===== src/rtl/cache_req_ctrl_if.sv =====
// Request/response handshake between a requester and cache_req_ctrl.
// A request transfers when req_valid && req_ready at a rising edge; rsp_valid is a one-cycle pulse.
interface cache_req_ctrl_if #(
    parameter int ADDR_W = 32
);
    logic              req_valid;
    logic              req_ready;
    logic [1:0]        req_op;
    logic [ADDR_W-1:0] req_addr;
    logic              rsp_valid;
    logic              rsp_hit;

    modport master (
        output req_valid, req_op, req_addr,
        input  req_ready, rsp_valid, rsp_hit
    );

    modport slave (
        input  req_valid, req_op, req_addr,
        output req_ready, rsp_valid, rsp_hit
    );
endinterface


===== src/rtl/cache_req_ctrl.sv =====
// Request controller in front of a direct-mapped tag array: lookup, writeback, fill, tag update.
// Optional saturating statistics counters are enabled by defining CACHE_REQ_STATS_EN.
module cache_req_ctrl #(
    parameter int ADDR_W = 32,
    parameter int TAG_W  = 11,
    parameter int SET_W  = 15,
    parameter int OFF_W  = 6
) (
    input  logic              clk,
    input  logic              rst_n,
    cache_req_ctrl_if.slave   req_if,
    output logic [SET_W-1:0]  ta_set,
    output logic              ta_we,
    output logic              ta_valid_wr,
    output logic              ta_dirty_wr,
    output logic [TAG_W-1:0]  ta_tag_wr,
    input  logic              ta_valid,
    input  logic              ta_dirty,
    input  logic [TAG_W-1:0]  ta_tag,
    output logic              mem_req,
    output logic              mem_we,
    output logic [ADDR_W-1:0] mem_addr,
    input  logic              mem_ack,
    output logic [31:0]       stat_hits,
    output logic [31:0]       stat_misses,
    output logic [31:0]       stat_wbs,
    output logic [2:0]        state_dbg
);
    typedef enum logic [2:0] {
        S_IDLE   = 3'd0,
        S_LOOKUP = 3'd1,
        S_WRBACK = 3'd2,
        S_FILL   = 3'd3,
        S_UPDATE = 3'd4,
        S_RESP   = 3'd5
    } state_t;

    state_t            state, next_state;
    logic [1:0]        op_q;
    logic [TAG_W-1:0]  tag_q;
    logic [SET_W-1:0]  set_q;
    logic              hit_q;
    logic              old_dirty_q;
    logic [TAG_W-1:0]  old_tag_q;

    logic accept, lookup_hit, is_wr, is_inv;
    logic unused_off;

    assign accept     = (state == S_IDLE) && req_if.req_valid;
    assign lookup_hit = ta_valid && (ta_tag == tag_q);
    assign is_wr      = (op_q == 2'b01);
    assign is_inv     = (op_q == 2'b10);
    assign unused_off = &{1'b0, req_if.req_addr[OFF_W-1:0]};
    assign state_dbg  = state;

    always_ff @(posedge clk or negedge rst_n) begin
        if (!rst_n) begin
            state       <= S_IDLE;
            op_q        <= 2'b00;
            tag_q       <= '0;
            set_q       <= '0;
            hit_q       <= 1'b0;
            old_dirty_q <= 1'b0;
            old_tag_q   <= '0;
        end else begin
            state <= next_state;
            if (accept) begin
                op_q  <= req_if.req_op;
                tag_q <= req_if.req_addr[ADDR_W-1 -: TAG_W];
                set_q <= req_if.req_addr[OFF_W +: SET_W];
            end
            // Victim state is captured once; WRBACK and UPDATE use the snapshot.
            if (state == S_LOOKUP) begin
                hit_q       <= lookup_hit;
                old_dirty_q <= ta_dirty;
                old_tag_q   <= ta_tag;
            end
        end
    end

    always_comb begin
        next_state = state;
        case (state)
            S_IDLE:   if (accept) next_state = S_LOOKUP;
            S_LOOKUP: begin
                if (is_inv) begin
                    if (!lookup_hit)   next_state = S_RESP;
                    else if (ta_dirty) next_state = S_WRBACK;
                    else               next_state = S_UPDATE;
                end else begin
                    if (lookup_hit)                next_state = S_UPDATE;
                    else if (ta_valid && ta_dirty) next_state = S_WRBACK;
                    else                           next_state = S_FILL;
                end
            end
            S_WRBACK: if (mem_ack) next_state = is_inv ? S_UPDATE : S_FILL;
            S_FILL:   if (mem_ack) next_state = S_UPDATE;
            S_UPDATE: next_state = S_RESP;
            S_RESP:   next_state = S_IDLE;
            default:  next_state = S_IDLE;
        endcase
    end

    always_comb begin
        req_if.req_ready  = (state == S_IDLE);
        req_if.rsp_valid  = 1'b0;
        req_if.rsp_hit    = 1'b0;
        ta_set            = set_q;
        ta_we             = 1'b0;
        ta_valid_wr       = 1'b0;
        ta_dirty_wr       = 1'b0;
        ta_tag_wr         = '0;
        mem_req           = 1'b0;
        mem_we            = 1'b0;
        mem_addr          = '0;
        case (state)
            S_WRBACK: begin
                mem_req  = 1'b1;
                mem_we   = 1'b1;
                mem_addr = {old_tag_q, set_q, {OFF_W{1'b0}}};
            end
            S_FILL: begin
                mem_req  = 1'b1;
                mem_addr = {tag_q, set_q, {OFF_W{1'b0}}};
            end
            S_UPDATE: begin
                ta_we = 1'b1;
                if (is_inv) begin
                    ta_tag_wr = old_tag_q;
                end else begin
                    ta_valid_wr = 1'b1;
                    ta_tag_wr   = tag_q;
                    // A read keeps the line's dirty bit on a hit; a fresh fill is clean.
                    ta_dirty_wr = is_wr ? 1'b1 : (hit_q && old_dirty_q);
                end
            end
            S_RESP: begin
                req_if.rsp_valid = 1'b1;
                req_if.rsp_hit   = hit_q;
            end
            default: ;
        endcase
    end

`ifdef CACHE_REQ_STATS_EN
    always_ff @(posedge clk or negedge rst_n) begin
        if (!rst_n) begin
            stat_hits   <= '0;
            stat_misses <= '0;
            stat_wbs    <= '0;
        end else begin
            if (state == S_LOOKUP && lookup_hit && stat_hits != '1)
                stat_hits <= stat_hits + 32'd1;
            if (state == S_LOOKUP && !lookup_hit && !is_inv && stat_misses != '1)
                stat_misses <= stat_misses + 32'd1;
            if (state == S_WRBACK && mem_ack && stat_wbs != '1)
                stat_wbs <= stat_wbs + 32'd1;
        end
    end
`else
    assign stat_hits   = '0;
    assign stat_misses = '0;
    assign stat_wbs    = '0;
`endif
endmodule


===== src/flat_wrapper.sv =====
// flat-port wrapper written by rule: the top's interface ports become plain ports
module cache_req_ctrl_flat 
#(
    parameter int ADDR_W = 32,
    parameter int TAG_W  = 11,
    parameter int SET_W  = 15,
    parameter int OFF_W  = 6
)
  (clk, rst_n, ta_set, ta_we, ta_valid_wr, ta_dirty_wr, ta_tag_wr, ta_valid, ta_dirty, ta_tag, mem_req, mem_we, mem_addr, mem_ack, stat_hits, stat_misses, stat_wbs, state_dbg, req_if_req_valid, req_if_req_op, req_if_req_addr, req_if_req_ready, req_if_rsp_valid, req_if_rsp_hit);
  cache_req_ctrl_if #(.ADDR_W(ADDR_W)) req_if_i ();
  input  logic clk;
  input  logic rst_n;
  output logic [SET_W-1:0] ta_set;
  output logic ta_we;
  output logic ta_valid_wr;
  output logic ta_dirty_wr;
  output logic [TAG_W-1:0] ta_tag_wr;
  input  logic ta_valid;
  input  logic ta_dirty;
  input  logic [TAG_W-1:0] ta_tag;
  output logic mem_req;
  output logic mem_we;
  output logic [ADDR_W-1:0] mem_addr;
  input  logic mem_ack;
  output logic [31:0] stat_hits;
  output logic [31:0] stat_misses;
  output logic [31:0] stat_wbs;
  output logic [2:0] state_dbg;
  input wire logic [$bits(req_if_i.req_valid)-1:0] req_if_req_valid;
  input wire logic [$bits(req_if_i.req_op)-1:0] req_if_req_op;
  input wire logic [$bits(req_if_i.req_addr)-1:0] req_if_req_addr;
  output wire logic [$bits(req_if_i.req_ready)-1:0] req_if_req_ready;
  output wire logic [$bits(req_if_i.rsp_valid)-1:0] req_if_rsp_valid;
  output wire logic [$bits(req_if_i.rsp_hit)-1:0] req_if_rsp_hit;
  assign req_if_i.req_valid = req_if_req_valid;
  assign req_if_i.req_op = req_if_req_op;
  assign req_if_i.req_addr = req_if_req_addr;
  assign req_if_req_ready = req_if_i.req_ready;
  assign req_if_rsp_valid = req_if_i.rsp_valid;
  assign req_if_rsp_hit = req_if_i.rsp_hit;
  cache_req_ctrl #(.ADDR_W(ADDR_W), .TAG_W(TAG_W), .SET_W(SET_W), .OFF_W(OFF_W)) u_core (.clk(clk), .rst_n(rst_n), .req_if(req_if_i), .ta_set(ta_set), .ta_we(ta_we), .ta_valid_wr(ta_valid_wr), .ta_dirty_wr(ta_dirty_wr), .ta_tag_wr(ta_tag_wr), .ta_valid(ta_valid), .ta_dirty(ta_dirty), .ta_tag(ta_tag), .mem_req(mem_req), .mem_we(mem_we), .mem_addr(mem_addr), .mem_ack(mem_ack), .stat_hits(stat_hits), .stat_misses(stat_misses), .stat_wbs(stat_wbs), .state_dbg(state_dbg));
endmodule

===== config.mk =====
export PLATFORM = sky130hd
export DESIGN_NAME = cache_req_ctrl_flat
export DESIGN_NICKNAME = d
export VERILOG_FILES = /design/src/rtl/cache_req_ctrl_if.sv /design/src/rtl/cache_req_ctrl.sv /design/src/flat_wrapper.sv
export SDC_FILE = /design/constraint.sdc
export NUM_CORES = 1
export LEC_CHECK = 0
export CAP_MARGIN = 25
export CORE_MARGIN = 2
export CORE_UTILIZATION = 36
export DETAILED_ROUTE_END_ITERATION = 16
export PLACE_DENSITY = 0.81
export SLEW_MARGIN = 30
export SYNTH_ARGS = -nofsm -noshare
export SYNTH_HDL_FRONTEND = slang
export SYNTH_SLANG_ARGS = --single-unit

===== constraint.sdc =====
create_clock -name clk -period 2.26 [get_ports clk]
set_clock_uncertainty 0.1 [all_clocks]
set_input_delay 0.678 -clock clk [delete_from_list [all_inputs] [get_ports clk]]
set_output_delay 0.678 -clock clk [all_outputs]
set_load 0.05 [all_outputs]

**After elaboration in Yosys (flattened, before gate mapping)**

Cells that the tools add are included.

- Equality and inequality tests: 11
- Reductions and logical operators: 7
- Mux-type cells: 23

Operators with widths:

| cell | number |
|---|---|
| $pmux 32 s2 | 1 |
| $mux 3 | 8 |
| $mux 11 | 2 |
| $pmux 3 s5 | 1 |
| $eq 11x11->1 | 1 |
| $mux 1 | 11 |
| $eq 3x2->1 const B | 2 |
| $eq 3x3->1 const B | 2 |
| $logic_and 1x1->1 | 4 |
| $ne 2x2->1 const B | 2 |
| $eq 3x1->1 const B | 1 |
| $logic_not 3->1 | 1 |
| $reduce_and 3->1 | 1 |
| $eq 2x1->1 const B | 1 |
| $eq 2x2->1 const B | 1 |
| $ne 2x1->1 const B | 1 |
| $reduce_or 2->1 | 1 |

- Register bits after elaboration: 44
- Output and inout bits: 165
- Input bits: 51

**Depth between registers and ports, before layout**

- Depth in word-level cells: 5
- Mapped depth: 6
- Gate-level depth less buffers: 4

**Worst setup path after synthesis**

No wires, ideal clock.

- Kind: register -> output
- Start point: register u_core.state[2], in the netlist u_core.state_dbg[2]
- End point: output ta_tag_wr[2]
- Buffers on the path: 3
- Stages on the path, launching flop included: 6
- Required time: 1.482 ns
- Setup slack: -0.860 ns
- Data arrival time: 2.342 ns
- Cell sequence: dfrtp_1 buf_2 or3b_1 clkbuf_1 clkbuf_1 a21oi_1

- Cells in the longest elaborated chain, start to end: 2

RTL lines:

| what | line | text |
|---|---|---|
| start: declaration | cache_req_ctrl.sv:38 | `state_t state, next_state;` |
| start signal: assignment | cache_req_ctrl.sv:66 | `state <= next_state;` |
| $eq 3x3->1 | cache_req_ctrl.sv:116 | `case (state)` |
| $mux 11 | cache_req_ctrl.sv:116 |  |
| end: declaration | flat_wrapper.sv:17 | `output logic [TAG_W-1:0] ta_tag_wr;` |

No other way between the ends.

**Final worst setup path**

- Start point: register u_core.state[1], in the netlist u_core.state_dbg[1]
- End point: output ta_tag_wr[5]

The elaborated chain is that of the path after synthesis.

==> metrics <==
clock latency reported for the late side of the worst-skew pair 0.30 ns; final net count 495; number of I/O port buffers 107; top cells by area in the synthesized netlist dfrtp_1 35%, buf_4 25%, mux2_2 10%, mux2_1 3.9%, mux2i_1 3.8%; number of max-slew violations in the final report 0; endpoints failing hold 0; min-delay worst type in -> async; share of the core filled with cells in the final layout 55.68%; period utilization 105.8%; First DRT Iteration DRCs 56; CTS H-Tree Depth 2; Power, Total 7.921 mW; required time of the critical path 1.48 ns; clock buffer count from CTS 5; most used cells in the layout excluding fill and tap cells 102 x conb_1, 41 x dfrtp_1, 40 x clkdlybuf4s50_1; Synth Warn # 0; number of global-route vias before repair 2451; total iterations of the first detailed-routing run 6; leakage component of the power 2.138 nW; Min Clock Period, post-route 2.390 ns; largest net degree at the start of global routing 45; startpoint type of the worst setup path flop; cell area after technology mapping 3174 µm²; hold buffer count at cts 0; violations in the final reports negative setup slack; initial antenna violation count 0; share of the yosys chip area belonging to registers 34.69%; total power density per cell area 1647 nW/µm²; x dimension of the die 97.90 µm; main flop type after synthesis dfrtp_1; synthesized flop and latch total 44; Gate Count Post-Synth 327; Core Box Area 8636 µm²; post-detailed-route count of antenna-violating nets 0; Peak VDD IR 1.247 mV; number of distinct standard cells referenced by the synthesized netlist 34; cell taking the most area after synthesis dfrtp_1; Area growth, synth to finish 51.48%; highest fanout seen on the critical path 9; Die Y-Extent 97.90 µm; CTS tree built; fraction of layout cells with a size suffix above 1 41.44%; antenna diode count 0; outcome complete, but fails checks; Worst Hold Slack 0.2363 ns; DRC violation count after routing 0; Row Count 34; most common cell after layout, fill and taps aside conb_1; global-route total usage across every layer 16.66%; total via count in the routed design 2429; routed wire length per instance 14.77 µm; Max clock buf depth 2; Fmax achieved 418.4 MHz; remaining global-route overflow 0; Max Cap Viol 0; CP arrival 1.61 ns; setup repair after global routing missed its margin true; element type at the critical path end primary output; count of flip-flops with a built-in enable after synthesis 0; HPWL Detailed 6263 µm; top-level port count 216; GP Congestion 0.7509; Yosys top cell area share 34.69%; Post-Synthesis Mean Instance Area 9.707 µm²; Setup TNS Final -1.615 ns; Routed Wire Length 8151 µm; number of clock sinks 44; Layout fillers 740; final setup violation count 15; number of vias per cell after detailed routing 4.400; Clk pin slew, worst setup/hold paths 0.09 ns; clock root buffer master clkbuf_8; effective utilization at floorplan 36.76%; PnR worst setup slack -0.1300 ns; share of synthesized registers carrying an async set or reset 100.0%; wire length of the first global-routing pass 12640 µm; CP Class reg -> out; area of the die 9584 µm²
## state kept, by name, indices dropped and copies added, names as in the netlist
name and cells:
u_core.ta_set 15, u_core.old_tag_q 11, u_core.tag_q 11, u_core.state_dbg 3
u_core.op_q 2, u_core.hit_q 1, u_core.old_dirty_q 1
## what timing repair did
item,in CTS,in global routing
endpoints found under the setup margin,44,35
setup buffers,1,1
pin swaps,2,5
gates resized for setup,14,27
## Yosys cell counts, types with 2 or more instances
cell / instances
nand2b_1: 2
nor2_1: 17
buf_2: 4
inv_1: 3
nor4_1: 2
xnor2_1: 12
dfrtp_1: 44
nand3_1: 2
nor2b_1: 3
mux2i_1: 12
buf_4: 104
buf_6: 2
clkbuf_1: 8
and2_1: 17
a211oi_1: 2
nand4_1: 3
mux2_1: 11
a21oi_1: 14
mux2_2: 29
nand2_1: 22
## metal layers
layer / up-vias / GRT usage, % / share of wire, %
met3: 6 / 5.655 / 9.9
met2: 145 / 30.56 / 53
li1: 1098 / - / -
met5: - / 0 / 0
met4: 0 / 4.274 / 0.99
met1: 1180 / 18.37 / 36
## per-stage QoR
stage          std cells  cell area (µm²)  setup WS (ns)
2_1_floorplan        428             3866        -0.2042
3_3_place_gp         543             4501        -0.3489
3_5_place_dp         543             4501        -0.4333
4_1_cts              551             4701        -0.1309
5_1_grt              552             4808        -0.1672
6_report             552             4808        -0.1300
## critical path, stage by stage (launching register included)
cell     delay [ns]
dfrtp_2        0.41
or3b_4         0.43
buf_12         0.18
a21oi_4        0.14
buf_12         0.15
## logic make-up (layout without fill, tap and decap cells)
group,count (synthesis),after routing,synth area share (%)
AND/OR/NAND/NOR,74,74,12.26
flip-flops,44,44,34.69
buffers and inverters,122,138,27.36
AO/OA/AOI/OAI,22,22,4.297
multiplexers,52,52,17.97
other,1,102,0.1181
XOR/XNOR,12,12,3.311
## power by group
| group | switching (mW) | total, mW | internal, mW |
|---|---|---|---|
| registers | 0.400 | 1.59 | 1.19 |
| clock network | 0.270 | 0.705 | 0.435 |
| logic | 3.39 | 5.63 | 2.23 |
| total | 4.06 | 7.92 | 3.86 |
## layout make-up
class                      count  area [µm²]  area share [%]
clock buffer                   5       68.82           1.431
clock inverter                 2       60.06           1.249
inverter                       4       20.02          0.4163
multi-input combinational    262        1896           39.42
sequential                    44        1105           22.98
tap                          108       135.1           2.810
timing repair buffer         127        1524           31.69
## final timing paths
path / startpoint / end / slack [ns] / cells past startpoint
worst max-delay path: u_core.state_dbg[1] / ta_tag_wr[5] / -0.13 / 4
min in group clk: u_core.old_dirty_q / u_core.old_dirty_q / 0.43 / 1
worst max register to register: u_core.state_dbg[1] / u_core.tag_q[2] / 0.38 / 5
worst min-delay path: rst_n / u_core.ta_set[11] / 0.24 / 2
max in group asynchronous: rst_n / u_core.state_dbg[2] / 1.59 / 2
worst min register to register: u_core.old_dirty_q / u_core.old_dirty_q / 0.43 / 1
No activity file was read; power rests on OpenSTA's default activity.
